**config.mk**
```make
export PLATFORM = sky130hd
export DESIGN_NAME = display_scan_ctrl
export DESIGN_NICKNAME = d
export VERILOG_FILES = /design/src/rtl/display_pkg.sv /design/src/rtl/display_scan_ctrl_slot_timer.sv /design/src/rtl/display_scan_ctrl.sv
export SDC_FILE = /design/constraint.sdc
export NUM_CORES = 1
export LEC_CHECK = 0
export CORE_ASPECT_RATIO = 1.4
export CORE_UTILIZATION = 50
export DETAILED_ROUTE_END_ITERATION = 7
export HOLD_SLACK_MARGIN = 0.15
export PLACE_DENSITY = 0.85
export RECOVER_POWER = 100
export SETUP_SLACK_MARGIN = 0.5
export SLEW_MARGIN = 5
export SYNTH_ARGS = -nofsm -noshare
export SYNTH_HDL_FRONTEND = slang
export SYNTH_SLANG_ARGS = --single-unit
```
**constraint.sdc**
```tcl
create_clock -name CLOCK_50 -period 2.89 [get_ports CLOCK_50]
set_input_delay 0.578 -clock CLOCK_50 [delete_from_list [all_inputs] [get_ports CLOCK_50]]
set_output_delay 0.578 -clock CLOCK_50 [all_outputs]
set_load 0.03 [all_outputs]
```
**src/rtl/display_pkg.sv**
```systemverilog
// Shared types and constants for the multiplexed 7-segment display scanner.
package display_pkg;

    // Per-slot phase: BLANK hides all digits while the decoder settles, SHOW lights one digit.
    typedef enum logic {
        ST_BLANK = 1'b0,
        ST_SHOW  = 1'b1
    } scan_state_t;

    // Active-low segments: all ones means every segment off.
    localparam logic [6:0] SEG_BLANK = 7'h7F;

    // Largest legal BCD digit.
    localparam logic [3:0] BCD_MAX = 4'd9;

    // True when a nibble is a displayable BCD digit.
    function automatic logic bcd_is_valid(input logic [3:0] digit);
        return digit <= BCD_MAX;
    endfunction

endpackage

```
**src/rtl/display_scan_ctrl_slot_timer.sv**
```systemverilog
// Free-running slot counter: one slot is PRESCALE cycles, the first BLANK_CYCLES of which are blank.
module slot_timer #(
    parameter  int PRESCALE     = 50000,
    parameter  int BLANK_CYCLES = 2,
    localparam int CW           = $clog2(PRESCALE)
) (
    input  logic          clk_i,
    input  logic          rst_ni,
    output logic [CW-1:0] slot_cnt_o,
    output logic          blank_end_o,
    output logic          slot_end_o
);

    localparam logic [CW-1:0] CNT_LAST      = CW'(PRESCALE - 1);
    localparam logic [CW-1:0] CNT_BLANK_END = CW'(BLANK_CYCLES - 1);

    logic [CW-1:0] slot_cnt_q;
    logic [CW-1:0] slot_cnt_d;

    // Next count: wrap to zero on the last cycle of the slot.
    always_comb begin
        slot_cnt_d = slot_cnt_q + CW'(1);
        if (slot_cnt_q == CNT_LAST) begin
            slot_cnt_d = '0;
        end
    end

    // Counter register, cleared asynchronously so a reset restarts the slot at once.
    always_ff @(posedge clk_i or negedge rst_ni) begin
        if (!rst_ni) begin
            slot_cnt_q <= '0;
        end else begin
            slot_cnt_q <= slot_cnt_d;
        end
    end

    assign slot_cnt_o  = slot_cnt_q;
    assign blank_end_o = (slot_cnt_q == CNT_BLANK_END);
    assign slot_end_o  = (slot_cnt_q == CNT_LAST);

endmodule

```
**src/rtl/display_scan_ctrl.sv**
```systemverilog
// Time-multiplexes one external BCD-to-7-segment decoder across NUM_DIGITS common-anode digits.
// New values are double-buffered and only take effect at a frame boundary, so a frame never tears.
module display_scan_ctrl
    import display_pkg::*;
#(
    parameter  int NUM_DIGITS   = 4,
    parameter  int PRESCALE     = 50000,
    parameter  int BLANK_CYCLES = 2,
    localparam int IW           = $clog2(NUM_DIGITS),
    localparam int CW           = $clog2(PRESCALE)
) (
    input  logic                    CLOCK_50,
    input  logic                    RST_N,
    input  logic [4*NUM_DIGITS-1:0] value_in,
    input  logic                    load_valid,
    output logic                    load_ready,
    input  logic                    blank_lz,
    output logic [3:0]              bcd_out,
    input  logic [6:0]              seg_in,
    output logic [6:0]              seg_out,
    output logic [NUM_DIGITS-1:0]   digit_en_n,
    output logic                    frame_done,
    output logic                    bad_digit,
    output scan_state_t             dbg_state_o,
    output logic [IW-1:0]           dbg_idx_o,
    output logic [CW-1:0]           dbg_slot_cnt_o
);

    localparam logic [IW-1:0] IDX_LAST = IW'(NUM_DIGITS - 1);

    scan_state_t                 state_q, state_d;
    logic [IW-1:0]               idx_q, idx_d;
    logic [NUM_DIGITS-1:0][3:0]  active_q, active_d;
    logic [NUM_DIGITS-1:0][3:0]  pending_q, pending_d;
    logic                        pend_full_q, pend_full_d;
    logic [6:0]                  seg_q;
    logic                        bad_q, bad_d;

    logic                        blank_end;
    logic                        slot_end;
    logic [CW-1:0]               slot_cnt;
    logic                        wrap;
    logic                        accept;
    logic [3:0]                  cur_digit;
    logic [NUM_DIGITS-1:0]       lz_mask;
    logic                        nz_above;

    slot_timer #(
        .PRESCALE     (PRESCALE),
        .BLANK_CYCLES (BLANK_CYCLES)
    ) u_slot_timer (
        .clk_i       (CLOCK_50),
        .rst_ni      (RST_N),
        .slot_cnt_o  (slot_cnt),
        .blank_end_o (blank_end),
        .slot_end_o  (slot_end)
    );

    // Handshake: a value transfers on any rising edge where load_valid && load_ready.
    // load_ready is simply "pending buffer empty"; it drops the cycle after a transfer and
    // rises again the cycle after the next frame wrap. load_valid is ignored while not ready.
    assign load_ready = ~pend_full_q;
    assign accept     = load_valid & ~pend_full_q;
    assign wrap       = slot_end & (idx_q == IDX_LAST);
    assign cur_digit  = active_q[idx_q];

    // Leading-zero mask: digit i>0 is suppressed when it and every digit above it are zero.
    always_comb begin
        lz_mask  = '0;
        nz_above = 1'b0;
        for (int i = NUM_DIGITS - 1; i >= 1; i--) begin
            nz_above   = nz_above | (active_q[i] != 4'd0);
            lz_mask[i] = blank_lz & ~nz_above;
        end
    end

    // Scan FSM next state and digit enables; an illegal digit or a suppressed zero stays dark.
    always_comb begin
        state_d    = state_q;
        digit_en_n = '1;
        frame_done = wrap;
        unique case (state_q)
            ST_BLANK: begin
                if (blank_end) begin
                    state_d = ST_SHOW;
                end
            end
            ST_SHOW: begin
                if (!lz_mask[idx_q] && bcd_is_valid(cur_digit)) begin
                    digit_en_n[idx_q] = 1'b0;
                end
                if (slot_end) begin
                    state_d = ST_BLANK;
                end
            end
            default: state_d = ST_BLANK;
        endcase
    end

    // Digit index advances at each slot end and returns to zero at the frame wrap.
    always_comb begin
        idx_d = idx_q;
        if (slot_end) begin
            idx_d = wrap ? '0 : idx_q + IW'(1);
        end
    end

    // Buffers: pending takes accepted values; at the wrap, pending (or a same-cycle accept) becomes active.
    always_comb begin
        active_d    = active_q;
        pending_d   = pending_q;
        pend_full_d = pend_full_q;
        if (wrap) begin
            if (pend_full_q) begin
                active_d    = pending_q;
                pend_full_d = 1'b0;
            end else if (accept) begin
                active_d = value_in;
            end
        end else if (accept) begin
            pending_d   = value_in;
            pend_full_d = 1'b1;
        end
    end

    // Sticky flag: any illegal digit reached while its slot is showing.
    always_comb begin
        bad_d = bad_q | ((state_q == ST_SHOW) & ~bcd_is_valid(cur_digit));
    end

    // FSM state register.
    always_ff @(posedge CLOCK_50 or negedge RST_N) begin
        if (!RST_N) begin
            state_q <= ST_BLANK;
        end else begin
            state_q <= state_d;
        end
    end

    // Index, buffers, segment register and error flag.
    always_ff @(posedge CLOCK_50 or negedge RST_N) begin
        if (!RST_N) begin
            idx_q       <= '0;
            active_q    <= '0;
            pending_q   <= '0;
            pend_full_q <= 1'b0;
            seg_q       <= SEG_BLANK;
            bad_q       <= 1'b0;
        end else begin
            idx_q       <= idx_d;
            active_q    <= active_d;
            pending_q   <= pending_d;
            pend_full_q <= pend_full_d;
            seg_q       <= seg_in;
            bad_q       <= bad_d;
        end
    end

    assign bcd_out        = cur_digit;
    assign seg_out        = seg_q;
    assign bad_digit      = bad_q;
    assign dbg_state_o    = state_q;
    assign dbg_idx_o      = idx_q;
    assign dbg_slot_cnt_o = slot_cnt;

endmodule

```
; Yosys cells after proc, flatten, opt, wreduce, memory -nomap -nowiden
; Cells that the tools add are included.
; Widths: inputs -> output; s select.
[op_classes]
addsub = 2
muxes = 17
reduce_logical = 10
n_bitwise = 17
order_cmp = 3
eq_ne = 3
[op_table]
columns = cell, count
row1 = $mux 16, 3
row2 = $add 16x1->16 const B, 1
row3 = $eq 16x1->1 const B, 1
row4 = $eq 16x16->1 const B, 1
row5 = $mux 4, 3
row6 = $reduce_bool 4->1, 3
row7 = $bmux 4 s2, 1
row8 = $not 1->1, 7
row9 = $and 1x1->1, 6
row10 = $mux 1, 6
row11 = $le 4x4->1 const B, 1
row12 = $not 4->4, 1
row13 = $reduce_and 2->1, 2
row14 = $reduce_bool 2->1, 2
row15 = $lt 2x3->1 const B, 1
row16 = $or 1x1->1, 3
row17 = $add 2x1->2 const B, 1
row18 = $bmux 1 s2, 1
row19 = $demux 1 s2, 1
row20 = $eq 2x2->1 const B, 1
row21 = $ge 2x1->1 const B, 1
row22 = $logic_and 1x1->1, 2
row23 = $mux 2, 1
row24 = $pmux 1 s2, 1
row25 = $logic_not 1->1, 1
[word_totals]
output_inout_bits = 37
inputBits = 27
ff_bits = 60
wordCells = 66

; Depth between registers and ports, before layout
[logic_depth]
ltp_word = 11
depth_mapped = 6
mapped_depth_nobuf = 5

; Hierarchy
; Synthesis repeated with hierarchy kept, for this count alone.
[hier_totals]
cells_unflattened = 228
hier_area_um2 = 2770.2
[by_module_without_submodules]
columns = module, seq_area_each_um2, cells_per_inst, area_per_inst_um2, instances
row1 = display_scan_ctrl, 1109.8, 151, 1959.4, 1
row2 = slot_timer, 400.4, 77, 810.8, 1

; Worst setup path before layout
; OpenSTA, ideal clock, no wires.
[synth_timing]
path_type = register to output
startpoint = register idx_q[0], in the netlist dbg_idx_o[0]
endpoint = output digit_en_n[0]
n_path_buf = 1
path_stages_with_launch = 6
required_time_ns = 2.312
setup_slack_ns = 0.065
arrival_ns = 2.247
cell_sequence = dfrtp_1 > clkbuf_1 > mux4_2 > o21ai_0 > and2_1 > nand3_1
[synth_between]
word_cells_on_any_way = 15
cone_classes = 3 x order compare / 8 x mux / 1 x bitwise / 3 x reduce/logical
[synth_lines]
columns = item, line
row1 = "start, declared", display_scan_ctrl.sv:32  ; logic [IW-1:0] idx_q, idx_d;
row2 = "start signal, assigned", display_scan_ctrl.sv:150  ; idx_q <= idx_d;
row3 = $bmux 4 s2, display_scan_ctrl.sv:65  ; assign cur_digit = active_q[idx_q];
row4 = $mux 4 (not written as such), display_scan_ctrl.sv:65
row5 = via bcd_out[2], display_scan_ctrl.sv:18  ; output logic [3:0] bcd_out,
row6 = $le 4x4->1, display_pkg.sv:18  ; return digit <= BCD_MAX;
row7 = $logic_and 1x1->1, display_scan_ctrl.sv:89  ; if (!lz_mask[idx_q] && bcd_is_valid(cur_digit)) begin
row8 = $mux 4, display_scan_ctrl.sv:89
row9 = $mux 4, display_scan_ctrl.sv:82  ; unique case (state_q)
row10 = "end, declared", display_scan_ctrl.sv:21  ; output logic [NUM_DIGITS-1:0] digit_en_n,
; The timed path passes the listed nets, and every way through them passes these cells. The select of a mux whose other input is x is not followed.

; Worst setup path in the final report
[layout_timing]
startpoint = register idx_q[0], in the netlist dbg_idx_o[0]
endpoint = output digit_en_n[2]
[layout_between]
elab_chain_cells = 7
word_cells_on_any_way = 15
cone_classes = 3 x order compare / 8 x mux / 1 x bitwise / 3 x reduce/logical
[layout_rtl]
columns = item, line
row1 = branches (longest 5 deep; another with $le 4x4->1), n/a
row2 = $mux 4 (*), display_scan_ctrl.sv:89
row3 = $mux 4 (*), display_scan_ctrl.sv:82
; Mark *: on every way between the ends. The select of a mux whose other input is x is not followed.

==> flow_summary_export.csv <==
group,metric,value,unit
status,status,"finished with violations",
status,violations,"max-capacitance violations, max-slew violations",
global_route,track_usage,22.9,%
placement,gp_congestion,0.799,
worst_setup_path,cp_slowest_cell,"mux4_2",
cells_and_area,nets,324,
timing,setup_slack,0.235,ns
clock_tree,clock_sinks,60,
pwr,internal_power,1.44,mW
yosys,synthAdderAreaFrac,2.65,%
timing,final_hold_viol_count,0,
clock_tree,cts_tree,"done",
route,num_vias,2020,
cells_and_area,final_common_cell,"dfrtp_1",
pwr,p_seq_share,48.2,%
timing,setup_viol,0,
cells_and_area,syn_to_final_growth,34.8,%
worst_setup_path,criticalPathCategory,"flop to primary output",
pwr,switching_share,21.0,%
worst_setup_path,cp-end-kind,"primary output",
yosys,synth_area_leaders,"dfrtp_1 47%, mux2_2 19%, dfstp_2 6.5%",
yosys,yosys_warnings,0,
yosys,synth_top_family_by_area,"multiplexers",
timing,setup_tns,0,ns
worst_hold_path,hold_class,"flop to flop",
worst_setup_path,crit_fanout,5,
yosys,synth_edf_count,0,
timing,rsz0062_at_grt,"true",
yosys,synth_fp_nets,248,
yosys,synth_compound_area_share,2.60,%
clock_tree,cts_buffer_depth,2,
yosys,synthXorXnorAreaFrac,3.71,%
clock_tree,cts-htree-levels,3,
global_route,grt_overflow,0,
pwr,power.total,1.82,mW
global_route,grt_pass1_vias,2155,
die,start_util,51.7,%
pwr,power.density,477,nW/µm²
yosys,synth_area,2830,µm²
global_route,grt_pass1_wl,9980,µm
worst_setup_path,startpoint_type,"flop",
yosys,synth_top_area_cell,"dfrtp_1",
die,ios,64,
cells_and_area,stdcell_count,364,
worst_setup_path,slowest_delay,0.60,ns
route,routed_wl,6300,µm
yosys,synthDistinctLibCells,38,
pwr,p_sw,0.383,mW
timing,post-route-min-period,2.66,ns
route,wl_per_cell,17.3,µm
placement,port_buffers,63,
worst_setup_path,worstPathCellList,"mux4_2 -> o21ai_4 -> and2_4 -> nand3_2 -> buf_6",
clock_tree,cts.reportedPaths.clkPinSlew,0.06,ns
yosys,yosysSeqAreaShare,53.3,%
yosys,synthMuxAreaShare,23.0,%
clock_tree,postCtsHoldBufs,0,
timing,slew-limit-headroom,-1.59,%
timing,min_period_over_period,91.9,%
route,dr.pass1.iters,4,
route,viasPerCell,5.55,
yosys,yosys_register_bits,60,
timing,skew,0.00886,ns
pwr,leakagePower,1.76,nW
pwr,ir_drop,0.426,mV
pwr,power_frac_comb,6.2,%
placement,dp.cells,346,
timing,worst_slew_pin_slew,1.52,ns
placement,dp_slack,0.191,ns
placement,post-dp-hpwl,4460,µm
die,core,5490,µm²
die,die_h,91.1,µm
global_route,grt_start_max_net_pins,28,
yosys,synth_simple_gate_area_share,12.1,%
worst_setup_path,crit_arrival,2.08,ns
route,drt_iter0_markers,37,
die,rows,32,
timing,hold_slack,0.475,ns
clock_tree,cts_root_buffer,"clkbuf_8",
cells_and_area,diodes,0,
route,drtAntennaViolNets,0,
pwr,pwr-share-clk,45.6,%
worst_setup_path,required,2.31,ns
route,drc,0,
yosys,syn_inst,215,
cells_and_area,final_cell_mix,"50 x dfrtp_1, 49 x mux2_2, 35 x dlygate4sd3_1, 18 x clkdlybuf4s50_1, 14 x nor2_1",
yosys,async_flop_share,100,%
yosys,synth.top_cell.area_share,46.8,%
cells_and_area,layout-drive-gt1-share,34.1,%
run,drv_cap,1,
clock_tree,clk_latency,0.34,ns
timing,fmax,377,MHz
yosys,synth_ff_type,"dfrtp_1",
die,fp.dieW,65.6,µm
die,dieArea,5980,µm²
global_route,antenna_found_initial,0,
cells_and_area,n_fill_cell,395,
timing,drv_slew,27,
yosys,syn_avg_cell_area,13.2,µm²
clock_tree,cts_buffers,9,
power groups by stage:
stage | clock network [mW] | registers [mW] | logic (mW)
final | 0.831 | 0.877 | 0.113
after CTS | 0.840 | 0.877 | 0.121
after global routing | 0.871 | 0.879 | 0.123
after detailed placement | 0 | 0.893 | 0.120
after floorplan | 0 | 0.902 | 0.0335
after global placement | 0 | 0.891 | 0.116
sequential cells by signal, indices dropped and copies added, names as in the netlist:
register / cells
u_slot_timer.slot_cnt_o: 16
seg_out: 7
active_q: 16
pending_q: 16
pend_full_q: 1
bad_digit: 1
dbg_state_o: 1
dbg_idx_o: 2
metrics by stage:
stage | utilization [%] | instance area, µm²
6_report | 69.6 | 3820
5_1_grt | 69.6 | 3820
4_1_cts | 70.0 | 3840
3_5_place_dp | 65.6 | 3600
3_3_place_gp | 65.6 | 3600
2_1_floorplan | - | 2880
logic make-up after synthesis:
kind of cell	count (synthesis)
buffers and inverters	14
adder cells (fa/ha/maj)	6
AO/OA/AOI/OAI	10
XOR/XNOR	12
flip-flops	60
multiplexers	54
AND/OR/NAND/NOR	59
critical path, delay by kind of cell, from the launching register on:
family / cells / cell delay [ns]
DFF: 1 / 0.48
and+or+nand+nor: 2 / 0.29
muxes: 1 / 0.60
buffers and inverters: 1 / 0.15
AOI/OAI and AO/OA: 1 / 0.21
worst paths after layout:
check                                           startpoint  slack (ns)            end  cells past startpoint
worst max-delay path                          dbg_idx_o[0]        0.23  digit_en_n[2]                      5
worst min-delay path                             bad_digit        0.47      bad_digit                      1
worst max register to register  u_slot_timer.slot_cnt_o[0]        0.27   active_q[14]                      6
worst min register to register                   bad_digit        0.47      bad_digit                      1
max in group asynchronous                            RST_N        0.98   dbg_idx_o[1]                      2
min in group asynchronous                            RST_N        0.60    active_q[6]                      1
synthesized netlist by cell type, types with 2 or more instances:
master	n
mux4_2	4
nor2_1	14
inv_1	7
o21ai_0	2
ha_1	6
nand2_1	7
and2_1	2
mux2_2	49
nor4_1	6
nor3_1	5
clkbuf_1	3
dfstp_2	7
o21bai_1	2
xnor2_1	7
nand3_1	12
xor2_1	5
dfrtp_1	53
nand4_1	4
layer usage:
metal  vias up  wire [µm]  GRT usage [%]
met4         0        211           14.3
met5         -          0              0
met1      1005       2450           24.3
met2        64       3300           39.7
li1        935          -              -
met3        16        334           5.03
timing repair:
action	CTS	global route
pin swaps	4	3
resized for setup	42	6
buffers inserted	1	1
setup endpoints to repair	9	5
cell type report:
type | count | area, µm² | share of cell area, %
Sequential cell | 60 | 1510 | 39.6
Multi-Input combinational cell | 141 | 1290 | 33.8
Timing Repair Buffer | 72 | 687 | 18.0
Clock buffer | 11 | 141 | 3.70
Tap cell | 68 | 85.1 | 2.23
Clock inverter | 5 | 75.1 | 1.97
Inverter | 7 | 26.3 | 0.688
Note: power is estimated with default switching activity, not from simulation.
